### src/rtl/pipe_hazard_ctrl_pkg.sv
// Shared pipeline types: FSM state encoding, register-file constants, flush levels.
package pipe_pkg;
   localparam int REG_AW   = 3;
   localparam int REG_ZERO = 0;

   // Flush lines are active-low.
   localparam logic FLUSH_ASSERT   = 1'b0;
   localparam logic FLUSH_DEASSERT = 1'b1;

   typedef enum logic [1:0] {
      RUN      = 2'd0,
      LU_STALL = 2'd1,
      REDIR    = 2'd2
   } state_e;
endpackage

### src/rtl/pipe_hazard_ctrl_if.sv
// Hazard-controller bundle: ID/EX hazard inputs in, pipeline enables/flushes and counters out.
// master = pipeline datapath side, slave = hazard controller.
interface pipe_hazard_ctrl_if #(
   parameter int REG_AW = pipe_pkg::REG_AW,
   parameter int CNT_W  = 16
);
   logic [REG_AW-1:0] IFID_RSaddr_i;
   logic [REG_AW-1:0] IFID_RTaddr_i;
   logic              IFID_UsesRT_i;
   logic              IDEX_MemRead_i;
   logic [REG_AW-1:0] IDEX_RTaddr_i;
   logic              EX_Redirect_i;
   logic              cnt_clr_i;
   logic              PCWrite_o;
   logic              IFIDWrite_o;
   logic              IDEXWrite_o;
   logic              IFIDFlush_o;
   logic              IDEXFlush_o;
   logic [CNT_W-1:0]  stall_cnt_o;
   logic [CNT_W-1:0]  flush_cnt_o;
   logic [1:0]        state_o;

   modport master (
      output IFID_RSaddr_i, IFID_RTaddr_i, IFID_UsesRT_i, IDEX_MemRead_i,
             IDEX_RTaddr_i, EX_Redirect_i, cnt_clr_i,
      input  PCWrite_o, IFIDWrite_o, IDEXWrite_o, IFIDFlush_o, IDEXFlush_o,
             stall_cnt_o, flush_cnt_o, state_o
   );

   modport slave (
      input  IFID_RSaddr_i, IFID_RTaddr_i, IFID_UsesRT_i, IDEX_MemRead_i,
             IDEX_RTaddr_i, EX_Redirect_i, cnt_clr_i,
      output PCWrite_o, IFIDWrite_o, IDEXWrite_o, IFIDFlush_o, IDEXFlush_o,
             stall_cnt_o, flush_cnt_o, state_o
   );
endinterface

### src/rtl/pipe_hazard_ctrl_sat_counter.sv
// Saturating event counter; clear beats increment, value holds at all-ones.
// One cycle from inc/clr to q; no backpressure.
module sat_counter #(
   parameter int CNT_W = 16
) (
   input  logic             clk_i,
   input  logic             rst_n,
   input  logic             clr,
   input  logic             inc,
   output logic [CNT_W-1:0] q
);
   logic [CNT_W-1:0] q_q;
   logic [CNT_W-1:0] q_d;

   always_comb begin
      q_d = q_q;
      if (clr) begin
         q_d = '0;
      end else if (inc && (q_q != {CNT_W{1'b1}})) begin
         q_d = q_q + CNT_W'(1);
      end
   end

   always_ff @(posedge clk_i or negedge rst_n) begin
      if (!rst_n) begin
         q_q <= '0;
      end else begin
         q_q <= q_d;
      end
   end

   assign q = q_q;
endmodule

### src/rtl/pipe_hazard_ctrl.sv
// Load-use stall / branch-redirect squash controller for the 5-stage pipeline.
// Controls are combinational from registered state (zero latency); stalls the front end itself.
module pipe_hazard_ctrl #(
   parameter int REG_AW = pipe_pkg::REG_AW,
   parameter int CNT_W  = 16
) (
   input  logic               clk_i,
   input  logic               rst_n,
   pipe_hazard_ctrl_if.slave  hz
);
   import pipe_pkg::*;

   state_e state_q;
   state_e state_d;
   logic   rs_hit;
   logic   rt_hit;
   logic   lu;
   logic   rd;
   logic   stall_inc;
   logic   flush_inc;

   // Register 0 is hardwired, so a load targeting it can never create a hazard.
   always_comb begin
      rs_hit = (hz.IDEX_RTaddr_i == hz.IFID_RSaddr_i);
      rt_hit = hz.IFID_UsesRT_i && (hz.IDEX_RTaddr_i == hz.IFID_RTaddr_i);
      lu     = hz.IDEX_MemRead_i && (hz.IDEX_RTaddr_i != REG_AW'(REG_ZERO)) && (rs_hit || rt_hit);
      rd     = hz.EX_Redirect_i && (state_q != REDIR);
   end

   always_ff @(posedge clk_i or negedge rst_n) begin
      if (!rst_n) begin
         state_q <= RUN;
      end else begin
         state_q <= state_d;
      end
   end

   always_comb begin
      state_d = RUN;
      case (state_q)
         RUN: begin
            if (rd) begin
               state_d = REDIR;
            end else if (lu) begin
               state_d = LU_STALL;
            end
         end
         LU_STALL: state_d = RUN;
         REDIR:    state_d = RUN;
         default:  state_d = RUN;
      endcase
   end

   // Redirect outranks load-use: the stalled instruction is on the wrong path anyway.
   always_comb begin
      hz.PCWrite_o   = 1'b1;
      hz.IFIDWrite_o = 1'b1;
      hz.IDEXWrite_o = 1'b1;
      hz.IFIDFlush_o = FLUSH_DEASSERT;
      hz.IDEXFlush_o = FLUSH_DEASSERT;
      stall_inc      = 1'b0;
      flush_inc      = 1'b0;
      if (!rst_n) begin
         hz.PCWrite_o   = 1'b0;
         hz.IFIDWrite_o = 1'b0;
         hz.IDEXWrite_o = 1'b0;
         hz.IFIDFlush_o = FLUSH_ASSERT;
         hz.IDEXFlush_o = FLUSH_ASSERT;
      end else if (state_q == RUN) begin
         if (rd) begin
            hz.IFIDFlush_o = FLUSH_ASSERT;
            hz.IDEXFlush_o = FLUSH_ASSERT;
            flush_inc      = 1'b1;
         end else if (lu) begin
            hz.PCWrite_o   = 1'b0;
            hz.IFIDWrite_o = 1'b0;
            hz.IDEXWrite_o = 1'b0;
            stall_inc      = 1'b1;
         end
      end
   end

   assign hz.state_o = state_q;

   sat_counter #(.CNT_W(CNT_W)) u_stall_cnt (
      .clk_i (clk_i),
      .rst_n (rst_n),
      .clr   (hz.cnt_clr_i),
      .inc   (stall_inc),
      .q     (hz.stall_cnt_o)
   );

   sat_counter #(.CNT_W(CNT_W)) u_flush_cnt (
      .clk_i (clk_i),
      .rst_n (rst_n),
      .clr   (hz.cnt_clr_i),
      .inc   (flush_inc),
      .q     (hz.flush_cnt_o)
   );
endmodule

### src/flat_wrapper.sv
// flat-port wrapper written by rule: the top's interface ports become plain ports
module pipe_hazard_ctrl_flat import pipe_pkg::*;
#(
   parameter int REG_AW = pipe_pkg::REG_AW,
   parameter int CNT_W  = 16
)
  (clk_i, rst_n, hz_IFID_RSaddr_i, hz_IFID_RTaddr_i, hz_IFID_UsesRT_i, hz_IDEX_MemRead_i, hz_IDEX_RTaddr_i, hz_EX_Redirect_i, hz_cnt_clr_i, hz_PCWrite_o, hz_IFIDWrite_o, hz_IDEXWrite_o, hz_IFIDFlush_o, hz_IDEXFlush_o, hz_stall_cnt_o, hz_flush_cnt_o, hz_state_o);
  pipe_hazard_ctrl_if #(.REG_AW(REG_AW), .CNT_W(CNT_W)) hz_i ();
  input  logic clk_i;
  input  logic rst_n;
  input wire logic [$bits(hz_i.IFID_RSaddr_i)-1:0] hz_IFID_RSaddr_i;
  input wire logic [$bits(hz_i.IFID_RTaddr_i)-1:0] hz_IFID_RTaddr_i;
  input wire logic [$bits(hz_i.IFID_UsesRT_i)-1:0] hz_IFID_UsesRT_i;
  input wire logic [$bits(hz_i.IDEX_MemRead_i)-1:0] hz_IDEX_MemRead_i;
  input wire logic [$bits(hz_i.IDEX_RTaddr_i)-1:0] hz_IDEX_RTaddr_i;
  input wire logic [$bits(hz_i.EX_Redirect_i)-1:0] hz_EX_Redirect_i;
  input wire logic [$bits(hz_i.cnt_clr_i)-1:0] hz_cnt_clr_i;
  output wire logic [$bits(hz_i.PCWrite_o)-1:0] hz_PCWrite_o;
  output wire logic [$bits(hz_i.IFIDWrite_o)-1:0] hz_IFIDWrite_o;
  output wire logic [$bits(hz_i.IDEXWrite_o)-1:0] hz_IDEXWrite_o;
  output wire logic [$bits(hz_i.IFIDFlush_o)-1:0] hz_IFIDFlush_o;
  output wire logic [$bits(hz_i.IDEXFlush_o)-1:0] hz_IDEXFlush_o;
  output wire logic [$bits(hz_i.stall_cnt_o)-1:0] hz_stall_cnt_o;
  output wire logic [$bits(hz_i.flush_cnt_o)-1:0] hz_flush_cnt_o;
  output wire logic [$bits(hz_i.state_o)-1:0] hz_state_o;
  assign hz_i.IFID_RSaddr_i = hz_IFID_RSaddr_i;
  assign hz_i.IFID_RTaddr_i = hz_IFID_RTaddr_i;
  assign hz_i.IFID_UsesRT_i = hz_IFID_UsesRT_i;
  assign hz_i.IDEX_MemRead_i = hz_IDEX_MemRead_i;
  assign hz_i.IDEX_RTaddr_i = hz_IDEX_RTaddr_i;
  assign hz_i.EX_Redirect_i = hz_EX_Redirect_i;
  assign hz_i.cnt_clr_i = hz_cnt_clr_i;
  assign hz_PCWrite_o = hz_i.PCWrite_o;
  assign hz_IFIDWrite_o = hz_i.IFIDWrite_o;
  assign hz_IDEXWrite_o = hz_i.IDEXWrite_o;
  assign hz_IFIDFlush_o = hz_i.IFIDFlush_o;
  assign hz_IDEXFlush_o = hz_i.IDEXFlush_o;
  assign hz_stall_cnt_o = hz_i.stall_cnt_o;
  assign hz_flush_cnt_o = hz_i.flush_cnt_o;
  assign hz_state_o = hz_i.state_o;
  pipe_hazard_ctrl #(.REG_AW(REG_AW), .CNT_W(CNT_W)) u_core (.clk_i(clk_i), .rst_n(rst_n), .hz(hz_i));
endmodule
### config.mk
export PLATFORM = sky130hd
export DESIGN_NAME = pipe_hazard_ctrl_flat
export DESIGN_NICKNAME = d
export VERILOG_FILES = /design/src/rtl/pipe_hazard_ctrl_pkg.sv /design/src/rtl/pipe_hazard_ctrl_if.sv /design/src/rtl/pipe_hazard_ctrl_sat_counter.sv /design/src/rtl/pipe_hazard_ctrl.sv /design/src/flat_wrapper.sv
export SDC_FILE = /design/constraint.sdc
export NUM_CORES = 1
export LEC_CHECK = 0
export CAP_MARGIN = 20
export CORE_ASPECT_RATIO = 0.5
export CORE_MARGIN = 2
export CORE_UTILIZATION = 35
export DETAILED_ROUTE_END_ITERATION = 10
export GPL_ROUTABILITY_DRIVEN = 0
export SYNTH_ARGS = -nofsm -noshare
export SYNTH_HDL_FRONTEND = slang
export SYNTH_SLANG_ARGS = --single-unit
### constraint.sdc
create_clock -name clk_i -period 2.48 [get_ports clk_i]
set_input_delay 0.248 -clock clk_i [delete_from_list [all_inputs] [get_ports clk_i]]
set_output_delay 0.248 -clock clk_i [all_outputs]
set_load 0.02 [all_outputs]
==> metrics list <==
* Number of DRC violations after detailed routing: 0
* Length of routed met2 wiring: 1920 um
- Placement Cell Area: 2460 sq um
- Entering global routing, the biggest net connects 27 pins.
- Port buffering added 53 buffers.
- The detailed router placed 1551 vias in this run.
- The finished cells cover 2550 sq um.
- After detailed routing, no signal wire sits above met4.
- Compound-Gate Fraction of Synth Area: 7.99%
- Clock power share: 38.2%
* Vias in the first global route: 1530
* Synthesized-area fraction occupied by adder cells: 1.36%
- Combinational power share: 10.6%
- Setup-violating endpoint count in the final report: 0
* Number of design-rule violations left by the first detailed-router iteration: 95
* Crit path capture type: primary output
- DIE AREA: 5910 sq um
* Part of the Yosys area used for sequential elements: 46.1%
* Commonest non-fill, non-tap cell in the layout: sky130_fd_sc_hd__clkdlybuf4s50_1
- Placeable Area: 5000 sq um
* Worst slew slack as a fraction of its limit: 67.4%
* Post-synthesis average cell area: 10.0 sq um
- Post-synth design cell area: 1850 sq um
* Count of maximum capacitance violations: 0
- Yosys warns: 0
* Dominant cell type by area after synthesis: sky130_fd_sc_hd__dfrtp_1
* Static leakage: 0.00103 uW
- Shortest period the worst path allows: 2.27 ns
* Count of state elements after synthesis: 34
- For this design the total switching power over the nets is 261 uW.
- Hold repair after CTS inserted 0 buffers.
- Summed over its instances, the top area cell type makes up 46.1% of the synthesized netlist area.
- In the synthesized netlist, the number of instances is 184.
* Critical Path Source Type: primary input
- For this configuration, the core starts out at a cell density of 36.9%.
- Post-detailed-route count of antenna-violating nets: 0
- After routing, the total negative slack on setup checks comes to 0 ns.
* Peak supply drop: 193 uV
- Post-cts resize count: 0
* Antenna violations before repair: 0
- 0 antenna diodes ended up in the layout.
- In this run, distinct cell masters in the synthesized netlist total 37.
* Int Power: 838 uW
* Most used flip-flop cell after synthesis: sky130_fd_sc_hd__dfrtp_1
- Clock-pin slew was measured on the worst setup and hold paths at 0.07 ns.
- The post-route netlist has 8.23% of its cells at a drive strength greater than 1.
* Storage element area: 851 sq um
- For this run the aggregate overflow at the end of global routing stands at 0.
* Number of clock buffers inserted by TritonCTS: 5
* Height of the die: 55.4 um
- In the routed layout, each cell is associated on average with a via count of 4.96.
- TritonCTS built the clock tree.
* Dominant combinational cell family by area after synthesis: simple AND/OR/NAND/NOR gates
* Worst hold slack after final layout: 0.362 ns
- Setup repair after global routing left no endpoint under its margin.
- After the last flow step, the layout net total stands at 259.
* Largest clock skew in the final design: 0.00983 ns
- Result of the run: finished, final reports clean
- For flop-to-flop paths, the worst setup slack is 0.40 ns.
- Clock latency at the later pin of the worst-skew pair: 0.28 ns
- Die span in x: 107 um
- The first global-routing pass estimated 7370 um of wire.
- Maximum clock frequency: 440 MHz
* Count of TritonRoute iterations in the first routing pass: 4
- Endpoint arrival time on the critical path: 2.03 ns
* Routed Wire Length: 4290 um
* Synthesized net count: 201
* Number of top-level pins: 54
- The initialized floorplan defines 18 standard-cell rows.
- Clock buffer depth: 2
* Xor and xnor area share after synthesis: 13.8%
- Clock tree root buffer cell: sky130_fd_sc_hd__clkbuf_8
- Detailed routing placed a total of 244 um of wire on met3.
- Detailed placement finished with a half-perimeter wire length of 3150 um.
- After synthesis, the share of cell area in mux cells is 1.08%.
- Hold crit path type: in2async
* Area occupied by multi-input gates: 938 sq um
- Sequential cells burn 51.3% of the power.
- In this run the worst path has a maximum fanout of 3.
- Switching power as a share of total power: 23.7%
- Power density normalized to cell area: 430 nW/um^2
- Actual transition at the worst max-transition pin: 0.488 ns
- TritonCTS sink count: 34
* Number of H-tree branching levels: 2
- The count of final max-slew check failures was 0.
- The layout has 477 filler cells.
* Simple-gate share of the synthesized area: 26.6%
- After detailed routing, the wire length on met1 is 2100 um.
- Required @ worst endpoint: 2.23 ns
- Dividing the detail-routed wire length by the instance count gives 13.7 um.
- Cell types occupying the most area after synthesis: sky130_fd_sc_hd__dfrtp_1, sky130_fd_sc_hd__xor2_1, sky130_fd_sc_hd__nor2_1, sky130_fd_sc_hd__xnor2_1, sky130_fd_sc_hd__nand4_1
- EDFF count, synth: 0
* Postcts setup bufs: 0
* P&R area growth vs syn: 38.1%
- Kind of critical path: in2out
- Global-route usage over all layers: 15.5%
- Hold violation count in the final report: 0
- Period Utilization, post-route: 91.7%
- Async set-reset flop share out of synthesis: 100%
- In the layout the commonest cells are sky130_fd_sc_hd__clkdlybuf4s50_1, sky130_fd_sc_hd__dfrtp_1, sky130_fd_sc_hd__nor2_1, sky130_fd_sc_hd__xor2_1, sky130_fd_sc_hd__nand3_1.
[layout make-up]
cell class / count / share of cell area, %
Multi-Input combinational cell: 140 / 36.8
Sequential cell: 34 / 33.3
Timing Repair Buffer: 59 / 22.6
Tap cell: 70 / 3.43
Clock buffer: 7 / 3.38
Inverter: 2 / 0.294
Clock inverter: 1 / 0.196
[power by group through the flow]
stage / clock network [uW] / registers, uW / logic (uW)
after floorplan: 0 / 578 / 49.6
after global placement: 0 / 573 / 116
after detailed placement: 0 / 573 / 119
after CTS: 439 / 563 / 119
after global routing: 471 / 563 / 126
final: 419 / 563 / 116
[critical path, cell delays in order]
cell	delay [ns]
sky130_fd_sc_hd__clkdlybuf4s50_1	0.48
sky130_fd_sc_hd__o31ai_1	0.40
sky130_fd_sc_hd__a21oi_4	0.07
sky130_fd_sc_hd__nor2b_1	0.20
sky130_fd_sc_hd__clkdlybuf4s50_1	0.63
[sequential cells by signal, indices dropped and copies added (netlist names)]
signal / cells
u_core.u_stall_cnt.q: 16
u_core.u_flush_cnt.q: 16
u_core.hz.state_o: 2
[metrics by stage]
step                      setup WS, ns  utilization (%)  cells  power [uW]
after floorplan                  0.588                -    184         627
after global placement           0.232             49.2    305         690
after detailed placement         0.168             49.2    305         692
after CTS                        0.171             51.0    313        1120
after global routing            0.0833             51.0    313        1160
final                            0.206             51.0    313        1100
[logic make-up after synthesis]
kind of cell    after synthesis
simple gates                 86
flops                        34
xor+xnor                     29
compound gates               21
buf+inv                      10
mux                           2
fa+ha+maj                     2
[routing by layer]
metal	vias to the layer above	global-route usage [%]
met4	0	2.78
li1	773	-
met2	36	23.6
met5	-	0
met1	740	22.3
met3	2	4.25
[Yosys cell counts (all sizes together) (2+ instances only)]
library cell  instances
inv                   2
nand3                13
and2                  2
xor2                 19
and4                  5
and3                  7
buf                   5
nand4                11
xnor2                10
clkbuf                3
o21ai                 2
dfrtp                34
nand2                 9
nor2                 27
nor2b                 2
a21oi                 9
mux2i                 2
o31ai                 5
ha                    2
or4                   4
[final timing paths]
check / end / depth (start not counted) / from
worst max-delay path: hz_IFIDWrite_o / 5 / hz_IDEX_RTaddr_i[2]
worst min-delay path: u_core.u_stall_cnt.q[15] / 2 / rst_n
worst max register to register: u_core.u_stall_cnt.q[3] / 7 / u_core.u_stall_cnt.q[9]
worst min register to register: u_core.hz.state_o[1] / 1 / u_core.hz.state_o[1]
max in group asynchronous: u_core.u_flush_cnt.q[14] / 3 / rst_n
min in group clk_i: u_core.hz.state_o[1] / 1 / u_core.hz.state_o[1]
Note: power is estimated with default switching activity, not from simulation.
